## src/rtl/cxapbasyncbridge_xfer_ctrl.sv

```systemverilog
// -----------------------------------------------------------------------------
// cxapbasyncbridge_xfer_ctrl
//
// Source-side transfer controller of an asynchronous bridge. A local requester
// hands over one payload at a time; the controller launches it to the far clock
// domain with a registered four-phase request/acknowledge handshake and reports
// completion, progress and a sticky watchdog timeout.
//
// Ports
//   clk        in   sole clock, rising edge
//   resetn     in   synchronous active-low reset
//   src_valid  in   requester has a payload
//   src_data   in   payload (WIDTH bits), captured only on accept
//   src_ready  out  payload can be accepted this cycle (comb. from state/ack)
//   ack_sync   in   far-side acknowledge, already synchronized externally
//   sync_en    out  enable for the external ack synchronizer (= busy)
//   req_async  out  registered four-phase request
//   data_async out  registered payload, stable from accept to next accept
//   busy       out  handshake in progress
//   done       out  one-cycle completion pulse
//   timeout    out  sticky handshake-phase timeout flag
//   tmo_clr    in   clears timeout (a coincident set wins)
// -----------------------------------------------------------------------------
module cxapbasyncbridge_xfer_ctrl #(
  parameter int unsigned WIDTH   = 32,
  parameter int unsigned TIMEOUT = 255
) (
  input  logic             clk,
  input  logic             resetn,
  input  logic             src_valid,
  input  logic [WIDTH-1:0] src_data,
  output logic             src_ready,
  input  logic             ack_sync,
  output logic             sync_en,
  output logic             req_async,
  output logic [WIDTH-1:0] data_async,
  output logic             busy,
  output logic             done,
  output logic             timeout,
  input  logic             tmo_clr
);

  localparam logic [1:0] ST_IDLE = 2'd0;
  localparam logic [1:0] ST_REQ  = 2'd1;
  localparam logic [1:0] ST_REL  = 2'd2;

  localparam logic [7:0] TMO_VAL = 8'(TIMEOUT);
  localparam logic [7:0] CNT_MAX = 8'hFF;

  logic [1:0]       state_q, state_d;
  logic             req_q, req_d;
  logic [WIDTH-1:0] data_q, data_d;
  logic             done_q, done_d;
  logic             tmo_q, tmo_d;
  logic [7:0]       cnt_q, cnt_d;

  logic             accept_s;
  logic             ready_s;
  logic [7:0]       cnt_inc_s;
  logic             tmo_hit_s;

  // Handshake status decoded straight from the state register.
  always_comb begin
    ready_s   = (state_q == ST_IDLE) && !ack_sync;
    accept_s  = src_valid && ready_s;
    // Saturating increment of the phase counter.
    cnt_inc_s = (cnt_q == CNT_MAX) ? cnt_q : (cnt_q + 8'd1);
  end

  // Next-state, request, payload, counter and flag logic.
  always_comb begin
    state_d   = state_q;
    req_d     = req_q;
    data_d    = data_q;
    done_d    = 1'b0;
    cnt_d     = cnt_q;
    tmo_hit_s = 1'b0;
    case (state_q)
      ST_IDLE: begin
        // An ack seen while idle blocks src_ready and has no other effect.
        if (accept_s) begin
          state_d = ST_REQ;
          req_d   = 1'b1;
          data_d  = src_data;
          cnt_d   = 8'd0;
        end else begin
          state_d = ST_IDLE;
        end
      end
      ST_REQ: begin
        if (ack_sync) begin
          state_d = ST_REL;
          req_d   = 1'b0;
          cnt_d   = 8'd0;
        end else begin
          cnt_d     = cnt_inc_s;
          // Flag only when the counter actually steps onto the limit.
          tmo_hit_s = (cnt_q != CNT_MAX) && (cnt_inc_s == TMO_VAL);
        end
      end
      ST_REL: begin
        cnt_d     = cnt_inc_s;
        tmo_hit_s = (cnt_q != CNT_MAX) && (cnt_inc_s == TMO_VAL);
        if (!ack_sync) begin
          state_d = ST_IDLE;
          done_d  = 1'b1;
        end else begin
          state_d = ST_REL;
        end
      end
      default: begin
        state_d = ST_IDLE;
        req_d   = 1'b0;
        cnt_d   = 8'd0;
      end
    endcase

    // Sticky timeout: a set on the same edge as a clear takes priority.
    if (tmo_hit_s) begin
      tmo_d = 1'b1;
    end else if (tmo_clr) begin
      tmo_d = 1'b0;
    end else begin
      tmo_d = tmo_q;
    end
  end

  // State and output registers with synchronous active-low reset.
  always_ff @(posedge clk) begin
    if (!resetn) begin
      state_q <= ST_IDLE;
      req_q   <= 1'b0;
      data_q  <= '0;
      done_q  <= 1'b0;
      tmo_q   <= 1'b0;
      cnt_q   <= 8'd0;
    end else begin
      state_q <= state_d;
      req_q   <= req_d;
      data_q  <= data_d;
      done_q  <= done_d;
      tmo_q   <= tmo_d;
      cnt_q   <= cnt_d;
    end
  end

  // Output mapping; the synchronizer only runs while a handshake is open.
  always_comb begin
    src_ready  = ready_s;
    busy       = (state_q == ST_REQ) || (state_q == ST_REL);
    sync_en    = busy;
    req_async  = req_q;
    data_async = data_q;
    done       = done_q;
    timeout    = tmo_q;
  end

endmodule

```

## config.mk

```make
export PLATFORM = sky130hd
export DESIGN_NAME = cxapbasyncbridge_xfer_ctrl
export DESIGN_NICKNAME = d
export VERILOG_FILES = /design/src/rtl/cxapbasyncbridge_xfer_ctrl.sv
export SDC_FILE = /design/constraint.sdc
export NUM_CORES = 1
export LEC_CHECK = 0
export CORE_ASPECT_RATIO = 1.75
export CORE_MARGIN = 2
export CORE_UTILIZATION = 43
export CTS_CLUSTER_SIZE = 12
export DETAILED_ROUTE_END_ITERATION = 8
export PLACE_DENSITY = 0.8
export SYNTH_ARGS = -nofsm -noshare
export SYNTH_HDL_FRONTEND = slang
export SYNTH_SLANG_ARGS = --single-unit
```

## constraint.sdc

```tcl
create_clock -name clk -period 2.29 [get_ports clk]
set_clock_uncertainty 0.05 [all_clocks]
set_input_delay 0.458 -clock clk [delete_from_list [all_inputs] [get_ports clk]]
set_output_delay 0.458 -clock clk [all_outputs]
set_load 0.005 [all_outputs]
```

==> flow_summary.toml, run 1 <==
[outcome]
status = "complete, no violations"

[layout]
postLayoutCellArea_um2 = 2770
final.fill_count = 357
fin_cells = 358
area_growth_syn_to_layout_pct = 47.2
seq_area_um2 = 901
multi_input_comb_area_um2 = 897
fin_util = 0.667
final_cell_mix = "clkdlybuf4s50_1, nand2_1, dfxtp_1"
mostFrequentLayoutCell = "clkdlybuf4s50_1"
nets = 350
antenna_cells = 0
drive_gt1_frac = 0.0809

[timing]
hold_viol = 0
final-setup-viol-count = 0
setup_tns_ns = 0
maxSlewViolCount = 0
tightestPinTransition_ns = 0.381
grt_setup_unrepaired = "false"
slew_headroom = 0.745
fin_crit_sh = 0.972
max_freq_mhz = 449
fin_crit_ns = 2.23

[detailed_routing]
drtIter0Drc = 47
wire_per_inst_um = 13.6
ant_nets = 0
drc = 0
drt-pass1-iter-count = 4
totalWireLength_mm = 4.86
via_per_inst = 5.26
routed-via-count = 1883

[placement]
gp_congestion = 0.918
dp.cells = 350
placed_cell_area_um2 = 2680
port-buffer-count = 74
dp_hpwl_mm = 3.59

[yosys]
seq_area_frac_synth = 0.479
syn_area_um2 = 1880
yosysWarnings = 0
async_flop_share = 0
syn_nets = 275
postSynthCellCount = 233
synth_enable_flop_cells = 0
yosysUniqueCellTypes = 40
synth_top_area_share = 0.479
synth.avg_cell_area_um2 = 8.07
synth_seq_cells = 45
synthTopCellsByArea = "dfxtp_1, nand2_1, a21oi_1"
synth_top_flop_cell = "dfxtp_1"
yosysTopAreaCell = "dfxtp_1"

[critical_path]
cp.arrival_ns = 1.72
path_max_fanout = 6
path_class = "register to output pin"
worstSetupStartpoint = "state_q[0]"
worstPathRequired_ns = 1.78
endpoint_kind = "output pin"
worst_setup_path_start_kind = "register"
timing.rr.start = "state_q[1]"

[power_and_ir_drop]
p_per_area_nw_per_um2 = 562
p_int_w = 0.00118
combPwrFrac = 0.161
seqPwrFrac = 0.532
p_sw_frac = 0.243
vdd_ir_drop_max_mv = 0.437
p_leak_nw = 0.986
power_w = 0.00156
clock_power_share = 0.307
p_sw_w = 0.000379

[die]
dieArea_um2 = 4940
start_util = 0.453
row_count = 31
pin_count = 75
die_h_um = 91.5
fp.dieW_um = 54.0
coreArea_um2 = 4150

[global_route]
antenna_found_initial = 0
grt-ovfl-total = 0
grt_use_total = 0.212
grt_pass1_vias = 1755
grt_pass1_wl_mm = 7.94
grt_max_degree = 22

[min_path]
min_from = "data_async[15]"
hold_path.class = "register to register"

[clock_tree]
cts_made_buffers = 5
h-tree-depth = 2
ctsLongestPathBuffers = 2
cts_root_buffer = "clkbuf_8"
cts_sinks = 45
clk_pin_slew_worst_paths_ns = 0.08
cts_tree = "built"
worstSkewPairLatency_ns = 0.29

[run]
cap_violations = 0
==> power by group through the flow <==
stage | Combinational (W) | Sequential (W) | Clock (W)
6_report | 0.000251 | 0.000828 | 0.000477
3_3_place_gp | 0.000248 | 0.000845 | 0
3_5_place_dp | 0.000251 | 0.000847 | 0
4_1_cts | 0.000253 | 0.000828 | 0.000491
5_1_grt | 0.000277 | 0.000832 | 0.000523
2_1_floorplan | 0.0000892 | 0.000849 | 0
==> path summary, 6_finish.rpt <==
path | slack (ns) | depth (start not counted) | endpoint
max reg2reg | 0.52 | 7 | cnt_q[5]
min reg2reg | 0.41 | 2 | data_async[15]
min | 0.41 | 2 | data_async[15]
max | 0.06 | 5 | src_ready
==> metrics by stage <==
| step | hold slack [ns] | setup WS (ns) |
|---|---|---|
| after floorplan | 0.403 | 0.672 |
| after detailed placement | 0.396 | 0.145 |
| after global routing | 0.420 | 0.0170 |
| after CTS | 0.408 | 0.0331 |
| final | 0.405 | 0.0640 |
| after global placement | 0.391 | 0.141 |
==> cell usage after synthesis, types with 2 or more instances <==
master,count
nor2_1,7
a211oi_1,3
ha_1,5
nand3_1,4
inv_1,4
buf_2,2
clkbuf_1,10
o21ai_0,6
nand4_1,2
nor3_1,4
a31oi_1,2
nand2_1,72
o22ai_1,2
dfxtp_1,45
a21oi_1,40
==> registers in the layout (all words and copies together) (netlist names) <==
| signal | flops |
|---|---|
| cnt_q | 8 |
| data_async | 32 |
| done | 1 |
| req_async | 1 |
| state_q | 2 |
| timeout | 1 |
==> what timing repair did <==
action	CTS	global route
hold buffers	0	0
setup endpoints to repair	0	1
setup buffers	0	0
gates resized for setup	0	1
endpoints found under the hold margin	0	0
==> layer usage <==
metal | global-route usage | vias up | share of wire
met5 | 0 | - | 0
met1 | 0.235 | 861 | 0.39
li1 | - | 939 | -
met2 | 0.368 | 71 | 0.53
met3 | 0.0526 | 12 | 0.054
met4 | 0.0833 | 0 | 0.027
==> kinds of logic after synthesis <==
family,Yosys count,synth area share
xor+xnor,2,0.00932
compound gates,61,0.192
buf+inv,19,0.0459
fa+ha+maj,5,0.0333
flops,45,0.479
simple gates,101,0.240
==> worst max-delay path, cell delays in order, from the launching register on <==
cell	delay, ns
dfxtp_1	0.34
inv_1	0.13
ha_2	0.24
inv_1	0.07
nor2_1	0.12
clkdlybuf4s50_1	0.52
==> layout make-up <==
type / count / area share
clock buffers: 7 / 0.0276
clock inverters: 1 / 0.00271
inverters: 4 / 0.00543
multi-input cells: 169 / 0.324
flip-flops and latches: 45 / 0.326
well taps: 49 / 0.0222
repair buffers: 83 / 0.292
(Power assumes the default switching activity.)
==> run 2, diff against run 1 <==
Settings changed: CORE_UTILIZATION 43 to 39, PLACE_DENSITY 0.8 to 0.76.
Clock period 2.29 ns to 2 ns, I/O delays scaled along.
==> run 2 against run 1 <==
Sequential share of layout area decreased by 1.1 points. Largest power group unchanged. Global-route usage is 3.3 points lower. Largest cell class is now multi-input combinational cells. Clock power increased by 41%. Count of clock-buffer cells in the layout down 1. Core utilization down 5.2 points. First-iteration DRC count down 19%. Die area is 9.6% higher. Critical endpoint is now busy.
==> flow_summary.toml, run 2 (synthesis gave the netlist of run 1 again) <==
[outcome]
status = "complete, no violations"

[timing]
setup_tns_ns = 0
tightestPinTransition_ns = 0.358
maxSlewViolCount = 0
hold_viol = 0
setup_ws_ns = 0.0672
final-setup-viol-count = 0
grt_setup_unrepaired = "false"
fin_crit_sh = 0.966
slew_headroom = 0.761
max_freq_mhz = 517
fin_crit_ns = 1.93

[critical_path]
worstPathRequired_ns = 1.55
worstSetupStartpoint = "state_q[1]"
cp.arrival_ns = 1.48
worst_setup_path_start_kind = "register"
timing.reg2reg.setup_slack_ns = 0.28
path_max_fanout = 4
endpoint_kind = "output pin"
path_class = "register to output pin"
timing.rr.start = "state_q[0]"

[power_and_ir_drop]
p_leak_nw = 1.04
power_w = 0.00193
vdd_ir_drop_max_mv = 0.730
p_per_area_nw_per_um2 = 671

[placement]
placed_cell_area_um2 = 2730
place_worst_setup_slack_ns = -0.0439
gp_congestion = 0.825
dp.cells = 354
port-buffer-count = 74
dp_hpwl_mm = 3.43

[clock_tree]
worstSkewPairLatency_ns = 0.29
cts_made_buffers = 5
cts_sinks = 45
cts_tree = "built"
h-tree-depth = 2
cts_root_buffer = "clkbuf_8"
clk_pin_slew_worst_paths_ns = 0.08
hold_buffers = 0
ctsLongestPathBuffers = 2

[die]
die_h_um = 95.8
row_count = 33
pin_count = 75
start_util = 0.403
coreArea_um2 = 4670
dieArea_um2 = 5410
fp.dieW_um = 56.5

[layout]
drive_gt1_frac = 0.103
area_growth_syn_to_layout_pct = 52.7
nets = 353
fin_cells = 364
final_cell_mix = "clkdlybuf4s50_1, nand2_1, dfxtp_1"
mostFrequentLayoutCell = "clkdlybuf4s50_1"
antenna_cells = 0
postLayoutCellArea_um2 = 2870
largest_register_ffs = 32

[global_route]
met1_usage = 0.184
grt-ovfl-total = 0
top_usage_layer = "met2"
met3_usage = 0.0296
grtUsageMet2 = 0.331
grt_use_total = 0.179
grt_pass1_wl_mm = 7.64
grt_pass1_vias = 1740
grt_max_degree = 40
antenna_found_initial = 0

[detailed_routing]
drc = 0
wire_per_inst_um = 13.0
drtIter0Drc = 38
totalWireLength_mm = 4.73
ant_nets = 0
routed-via-count = 1854
drt-pass1-iter-count = 4
via_per_inst = 5.09

[min_path]
min_from = "data_async[2]"
hold_path.class = "register to register"

[run]
cap_violations = 0
==> run 2: changes by cell type in the layout (fill, tap and decap cells not counted), sizes merged <==
cell / previous run / this run
bufinv: 0 / 1
buf: 9 / 12
dlygate4sd2: 0 / 1
clkinv: 0 / 1
clkdlybuf4s50: 74 / 73
clkbuf: 7 / 6
clkinvlp: 1 / 0
==> run 2: critical path, stage by stage, from the launching register on <==
cell and delay (ns):
dfxtp_2 0.34, inv_1 0.07, ha_4 0.29, clkdlybuf4s50_1 0.49
==> run 2: area by class of cell <==
| type | count | area, um^2 |
|---|---|---|
| fill | 401 | 1800 |
| sequential | 45 | 903 |
| inverter | 4 | 15.0 |
| clock inverter | 2 | 38.8 |
| timing repair buffer | 86 | 867 |
| multi-input combinational | 169 | 907 |
| clock buffer | 6 | 72.6 |
| tap | 52 | 65.1 |
==> run 2: path summary, 6_finish.rpt <==
kind,end,depth (start not counted)
setup / recovery,busy,3
hold / removal,data_async[2],2
setup reg to reg,cnt_q[5],6
hold reg to reg,data_async[2],2
==> run 2: report_power, final <==
group / switching [W] / internal [W] / total (W) / leakage, nW
logic: 0.000120 / 0.000183 / 0.000303 / 0.613
registers: 0.0000175 / 0.000931 / 0.000948 / 0.367
clock network: 0.000299 / 0.000375 / 0.000674 / 0.0554
total: 0.000436 / 0.00149 / 0.00193 / 1.04
==> run 2: metal layers <==
metal / routed length [um] / vias up
met3: 174 / 13
met1: 1780 / 847
met2: 2630 / 50
met4: 146 / 0
met5: 0 / -
li1: - / 944
==> run 2: per-stage QoR <==
| step | utilization | hold slack [ns] |
|---|---|---|
| floorplan | - | 0.403 |
| global placement | 0.585 | 0.391 |
| detailed placement | 0.585 | 0.396 |
| CTS | 0.613 | 0.408 |
| global route | 0.615 | 0.424 |
| finish | 0.615 | 0.405 |
==> run 2: repair_timing <==
action,CTS,global route
resized for setup,5,1
pin swaps,0,0
buffers inserted,2,0
setup endpoints to repair,3,2
